--- src/rtl/serial_adder_defs.vh ---
// State encodings shared by the serial adder package and anything else that
// needs to recognise the adder's state values.
`ifndef SERIAL_ADDER_DEFS_VH
`define SERIAL_ADDER_DEFS_VH

`define SA_STATE_IDLE  2'd0
`define SA_STATE_SHIFT 2'd1
`define SA_STATE_DONE  2'd2

`endif

--- src/rtl/serial_adder_pkg.sv ---
// Shared types and helpers for the bit-serial adder.
package serial_adder_pkg;

`include "serial_adder_defs.vh"

    // Controller states; values come from the shared include file.
    typedef enum logic [1:0] {
        ST_IDLE  = `SA_STATE_IDLE,
        ST_SHIFT = `SA_STATE_SHIFT,
        ST_DONE  = `SA_STATE_DONE
    } sa_state_t;

    // Bit counter width: one extra bit so the count never wraps in an operation.
    function automatic int cnt_bits(input int width);
        return $clog2(width) + 1;
    endfunction

endpackage

--- src/rtl/full_adder_bit.sv ---
// One-bit full adder built from two half-adder stages joined by an OR.
module full_adder_bit (
    input  logic x,
    input  logic y,
    input  logic cin,
    output logic s,
    output logic cout
);

    logic ha0_sum_s;
    logic ha0_carry_s;
    logic ha1_carry_s;

    // First half adder: operand bits.
    assign ha0_sum_s   = x ^ y;
    assign ha0_carry_s = x & y;

    // Second half adder: partial sum plus incoming carry.
    assign s           = ha0_sum_s ^ cin;
    assign ha1_carry_s = ha0_sum_s & cin;

    // A carry from either stage propagates out.
    assign cout        = ha0_carry_s | ha1_carry_s;

endmodule

--- src/rtl/serial_adder.sv ---
// Bit-serial adder: adds two WIDTH-bit operands one bit per clock, LSB first,
// and reports the result with a single-cycle done pulse.
module serial_adder
    import serial_adder_pkg::*;
#(
    parameter int WIDTH = 8
) (
    input  logic             clk,
    input  logic             rst,
    input  logic             start,
    input  logic [WIDTH-1:0] a,
    input  logic [WIDTH-1:0] b,
    output logic             ready,
    output logic             busy,
    output logic             done,
    output logic [WIDTH-1:0] sum,
    output logic             carry_out
);

    localparam int CNT_W = cnt_bits(WIDTH);
    localparam logic [CNT_W-1:0] LAST_CNT = CNT_W'(WIDTH - 1);
    localparam logic [CNT_W-1:0] CNT_ONE  = CNT_W'(1);

    sa_state_t        state_r;
    sa_state_t        state_nxt_s;
    logic [WIDTH-1:0] a_r;
    logic [WIDTH-1:0] a_nxt_s;
    logic [WIDTH-1:0] b_r;
    logic [WIDTH-1:0] b_nxt_s;
    logic [WIDTH-1:0] sum_r;
    logic [WIDTH-1:0] sum_nxt_s;
    logic             carry_r;
    logic             carry_nxt_s;
    logic [CNT_W-1:0] cnt_r;
    logic [CNT_W-1:0] cnt_nxt_s;
    logic             ready_r;
    logic             busy_r;
    logic             done_r;
    logic             bit_sum_s;
    logic             bit_carry_s;

    full_adder_bit u_full_adder_bit (
        .x    (a_r[0]),
        .y    (b_r[0]),
        .cin  (carry_r),
        .s    (bit_sum_s),
        .cout (bit_carry_s)
    );

    // Next-state and datapath update; everything holds unless the state says otherwise.
    always_comb begin
        state_nxt_s = state_r;
        a_nxt_s     = a_r;
        b_nxt_s     = b_r;
        sum_nxt_s   = sum_r;
        carry_nxt_s = carry_r;
        cnt_nxt_s   = cnt_r;
        case (state_r)
            ST_IDLE, ST_DONE: begin
                if (start) begin
                    a_nxt_s     = a;
                    b_nxt_s     = b;
                    carry_nxt_s = 1'b0;
                    cnt_nxt_s   = '0;
                    state_nxt_s = ST_SHIFT;
                end else begin
                    state_nxt_s = ST_IDLE;
                end
            end
            ST_SHIFT: begin
                // Result bits enter at the MSB and walk down, so the first bit ends at bit 0.
                sum_nxt_s   = {bit_sum_s, sum_r[WIDTH-1:1]};
                a_nxt_s     = {1'b0, a_r[WIDTH-1:1]};
                b_nxt_s     = {1'b0, b_r[WIDTH-1:1]};
                carry_nxt_s = bit_carry_s;
                cnt_nxt_s   = cnt_r + CNT_ONE;
                if (cnt_r == LAST_CNT) begin
                    state_nxt_s = ST_DONE;
                end else begin
                    state_nxt_s = ST_SHIFT;
                end
            end
            default: begin
                state_nxt_s = ST_IDLE;
            end
        endcase
    end

    // State, datapath and status flops; status outputs are registered from the next state.
    always_ff @(posedge clk or posedge rst) begin
        if (rst) begin
            state_r <= ST_IDLE;
            a_r     <= '0;
            b_r     <= '0;
            sum_r   <= '0;
            carry_r <= 1'b0;
            cnt_r   <= '0;
            ready_r <= 1'b1;
            busy_r  <= 1'b0;
            done_r  <= 1'b0;
        end else begin
            state_r <= state_nxt_s;
            a_r     <= a_nxt_s;
            b_r     <= b_nxt_s;
            sum_r   <= sum_nxt_s;
            carry_r <= carry_nxt_s;
            cnt_r   <= cnt_nxt_s;
            ready_r <= (state_nxt_s != ST_SHIFT);
            busy_r  <= (state_nxt_s == ST_SHIFT);
            done_r  <= (state_nxt_s == ST_DONE);
        end
    end

    assign ready     = ready_r;
    assign busy      = busy_r;
    assign done      = done_r;
    assign sum       = sum_r;
    assign carry_out = carry_r;

endmodule

--- config.mk ---
export PLATFORM = sky130hd
export DESIGN_NAME = serial_adder
export DESIGN_NICKNAME = d
export VERILOG_FILES = /design/src/rtl/serial_adder_pkg.sv /design/src/rtl/full_adder_bit.sv /design/src/rtl/serial_adder.sv
export VERILOG_INCLUDE_DIRS = /design/src /design/src/rtl
export SDC_FILE = /design/constraint.sdc
export NUM_CORES = 1
export LEC_CHECK = 0
export CORE_UTILIZATION = 49
export DETAILED_ROUTE_END_ITERATION = 10
export PLACE_DENSITY_LB_ADDON = 0.05
export SYNTH_ARGS = -nofsm -noshare
export SYNTH_HDL_FRONTEND = slang
export SYNTH_SLANG_ARGS = --single-unit
--- constraint.sdc ---
create_clock -name clk -period 1.6 [get_ports clk]
set_clock_uncertainty 0.1 [all_clocks]
set_input_delay 0.24 -clock clk [delete_from_list [all_inputs] [get_ports clk]]
set_output_delay 0.24 -clock clk [all_outputs]
set_load 0.1 [all_outputs]
==> results of run 1 <==
==> registers in the layout, indices dropped and copies added (netlist names) <==
name       count
a_r            8
b_r            8
busy           1
carry_out      1
cnt_r          4
done           1
ready          1
state_r        2
sum            8
==> Yosys cell counts <==
cell type and n:
a22o_1 16, nand4_1 1, fa_1 1, nand2_1 22, buf_8 1, a21o_1 12
nor3_1 2, o21ai_0 1, o2bb2ai_1 1, nor2_2 1, nand3b_1 1, nor2_1 3
a221o_1 2, nor2b_4 1, and2b_4 1, buf_6 1, a21oi_1 1, nand2b_1 1
or2b_1 1, buf_2 2, dfrtp_1 33, nor2b_1 1, xnor2_1 1, inv_1 6
dfstp_2 1, ha_1 1, buf_4 3, mux2i_1 2
==> metal layers <==
metal	part of all wire [%]	vias up	wire (um)	global-route usage (%)
li1	-	485	-	-
met1	43	497	1065	19.72
met2	49	28	1222	33.33
met3	5.7	6	140	7.907
met4	1.6	0	40	6.620
met5	0	-	0	0
==> cell families after synthesis <==
group | after synthesis | share of synthesized area, %
AND/OR/NAND/NOR | 35 | 11.71
flip-flops | 34 | 59.53
AO/OA/AOI/OAI | 33 | 18.79
buffers and inverters | 13 | 5.681
multiplexers | 2 | 1.399
adder cells (fa/ha/maj) | 2 | 2.273
XOR/XNOR | 1 | 0.6120
==> worst max-delay path: cells and delay by family, from the launching register on <==
kind | cells | cell delay [ps]
flops | 1 | 370
simple gates | 2 | 660
compound gates | 1 | 220
==> cell type report <==
class	instances	share of cell area [%]
Sequential cell	34	44.07
Timing Repair Buffer	36	24.61
Tap cell	31	1.997
Multi-Input combinational cell	73	25.64
Clock buffer	8	2.513
Inverter	6	1.160
==> worst max path at each step <==
| stage | startpoint | endpoint | slack [ps] | cells after the start |
|---|---|---|---|---|
| after floorplan | carry_out$_DFFE_PP0P_ | sum[7]$_DFFE_PP0P_ | 70 | 3 |
| after CTS | state_r[0]$_DFF_PP0_ | a_r[5]$_DFFE_PP0P_ | 170 | 3 |
| after detailed placement | start | b_r[7]$_DFFE_PP0P_ | -90 | 4 |
| final | state_r[0]$_DFF_PP0_ | b_r[7]$_DFFE_PP0P_ | 180 | 3 |
| after global placement | start | b_r[7]$_DFFE_PP0P_ | -60 | 4 |
| after global routing | state_r[0]$_DFF_PP0_ | a_r[5]$_DFFE_PP0P_ | 70 | 3 |
==> metrics by stage <==
| step | TNS (ps) | util [%] | cell area (um^2) | worst slack, ps |
|---|---|---|---|---|
| final | 0 | 70.42 | 1942 | 181.5 |
| after global routing | 0 | 70.42 | 1942 | 65.62 |
| after CTS | 0 | 70.42 | 1942 | 168.2 |
| after detailed placement | -981.8 | 68.65 | 1893 | -91.40 |
| after global placement | -749.6 | 68.65 | 1893 | -57.15 |
| after floorplan | 0 | - | 1435 | 73.82 |
==> summary.md, run 1 <==
| Metric | Value |
|---|---|
| RSZ-0062 raised after global routing | false |
| Commonest cells after routing, fill and taps aside | dfrtp_1 (32), nand2_1 (22), clkdlybuf4s50_1 (18) |
| Final setup violation count | 0 |
| Post-CTS Setup Inserts | 0 |
| Area of the multi-input gates | 498.0 um^2 |
| Routed wire length | 2469 um |
| Final Cycle Share | 88.66% |
| Cell Count, Final, Fillers Out | 188 |
| Synth warnings | 0 |
| Largest net degree at the start of global routing | 35 |
| Slowest stage delay, CP | 460 ps |
| First-pass GRT wire length | 4436 um |
| Final #Nets | 177 |
| DRC Markers | 0 |
| Mapped Cells | 120 |
| CP Capture Type | flop |
| Via Count | 1016 |
| Placed cell count | 180 |
| Max cap viols | 0 |
| Number of synthesized register bits | 34 |
| Number of DRC violations after detailed-routing iteration 0 | 18 |
| Root Buffer | clkbuf_4 |
| Synthesized Nets | 141 |
| Critical path type | reg2reg |
| Fraction of layout cells with a size suffix above 1 | 17.83% |
| Reg2Reg Setup Slack | 180 ps |
| Status | complete, no violations |
| Critical Path, Cell by Cell | and2b_4, nor2_2, a22o_1 |
| DRT antenna net count | 0 |
| CTS Hold Bufs | 0 |
| Final global-route overflow total | 0 |
| Vias per cell | 5.404 |
| Flip-flop and latch area | 855.8 um^2 |
| ANT cells | 0 |
| FF-to-FF Start | state_r[0]$_DFF_PP0_ |
| Critical path required time | 1770 ps |
| Total clock sinks | 34 |
| Syn-to-layout area delta | 35.66% |
| Area of the mapped netlist | 0.001431 mm^2 |
| Hold Slack | 146.2 ps |
| Number of global-route vias before repair | 1014 |
| I/O pin count | 31 |
| Fin. max-slew vios | 0 |
| DIE WIDTH | 56.05 um |
| Sequential area share after synthesis | 59.53% |
| Crit-path max FO | 16 |
| CTS Buf Count | 5 |
| Worst slew margin | 60.30% |
| Critical Path Source Type | flop |
| R2R Path End | b_r[7]$_DFFE_PP0P_ |
| Clock Latency Late Sink | 330 ps |
| HP Class | in2async |
| Fillers | 218 |
| Clk slew on worst S/H paths | 100 ps |
| Cell taking the most area after synthesis | dfrtp_1 |
| Starting Density | 51.91% |
| Die height | 56.05 um |
| Die footprint | 0.003141 mm^2 |
| Worst-Margin Slew | 594.8 ps |
| Placer congestion estimate | 0.7147 |
| H-tree levels | 2 |
| Min Clock Period, post-route | 1419 ps |
| Global-route usage over all layers | 18.75% |
| Distinct cells, synth | 28 |
| Slowest stage cell, crit path | nor2_2 |
| Clk buf depth | 2 |
| Initial antenna violation count | 0 |
| Crit path DAT | 1590 ps |
| Syn Area/Cell | 11.93 um^2 |
| Post_cts resized | 0 |
| IO buf count | 30 |
| Commonest non-fill, non-tap cell in the layout | dfrtp_1 |
| Core ar. | 0.002758 mm^2 |
| Wirelength per Cell | 13.13 um |
| R2r worst-path depth | 3 |
| Num rows | 19 |
| Final hold violations | 0 |
| Synth top area share | 57.69% |
| Dpl hpwl | 1739 um |
| FMAX | 0.7049 GHz |
| Synth top area cells | dfrtp_1 (58%), a22o_1 (9.8%), a21o_1 (6.3%), nand2_1 (5.8%), dfstp_2 (1.8%) |
| TritonCTS clock tree | yes |
| TritonRoute pass-1 iters | 4 |
Power of run 1 is not shown: default switching activity piles up to over one toggle a cycle in this logic, so the estimate is an artifact.
==> inputs of run 2 (changes only) <==
- TNS_END_PERCENT: unset -> 1
==> results of run 2 <==
The final DEF is identical to that of run 1; final timing and power are the same.
Power of run 2 is left out for the same reason.
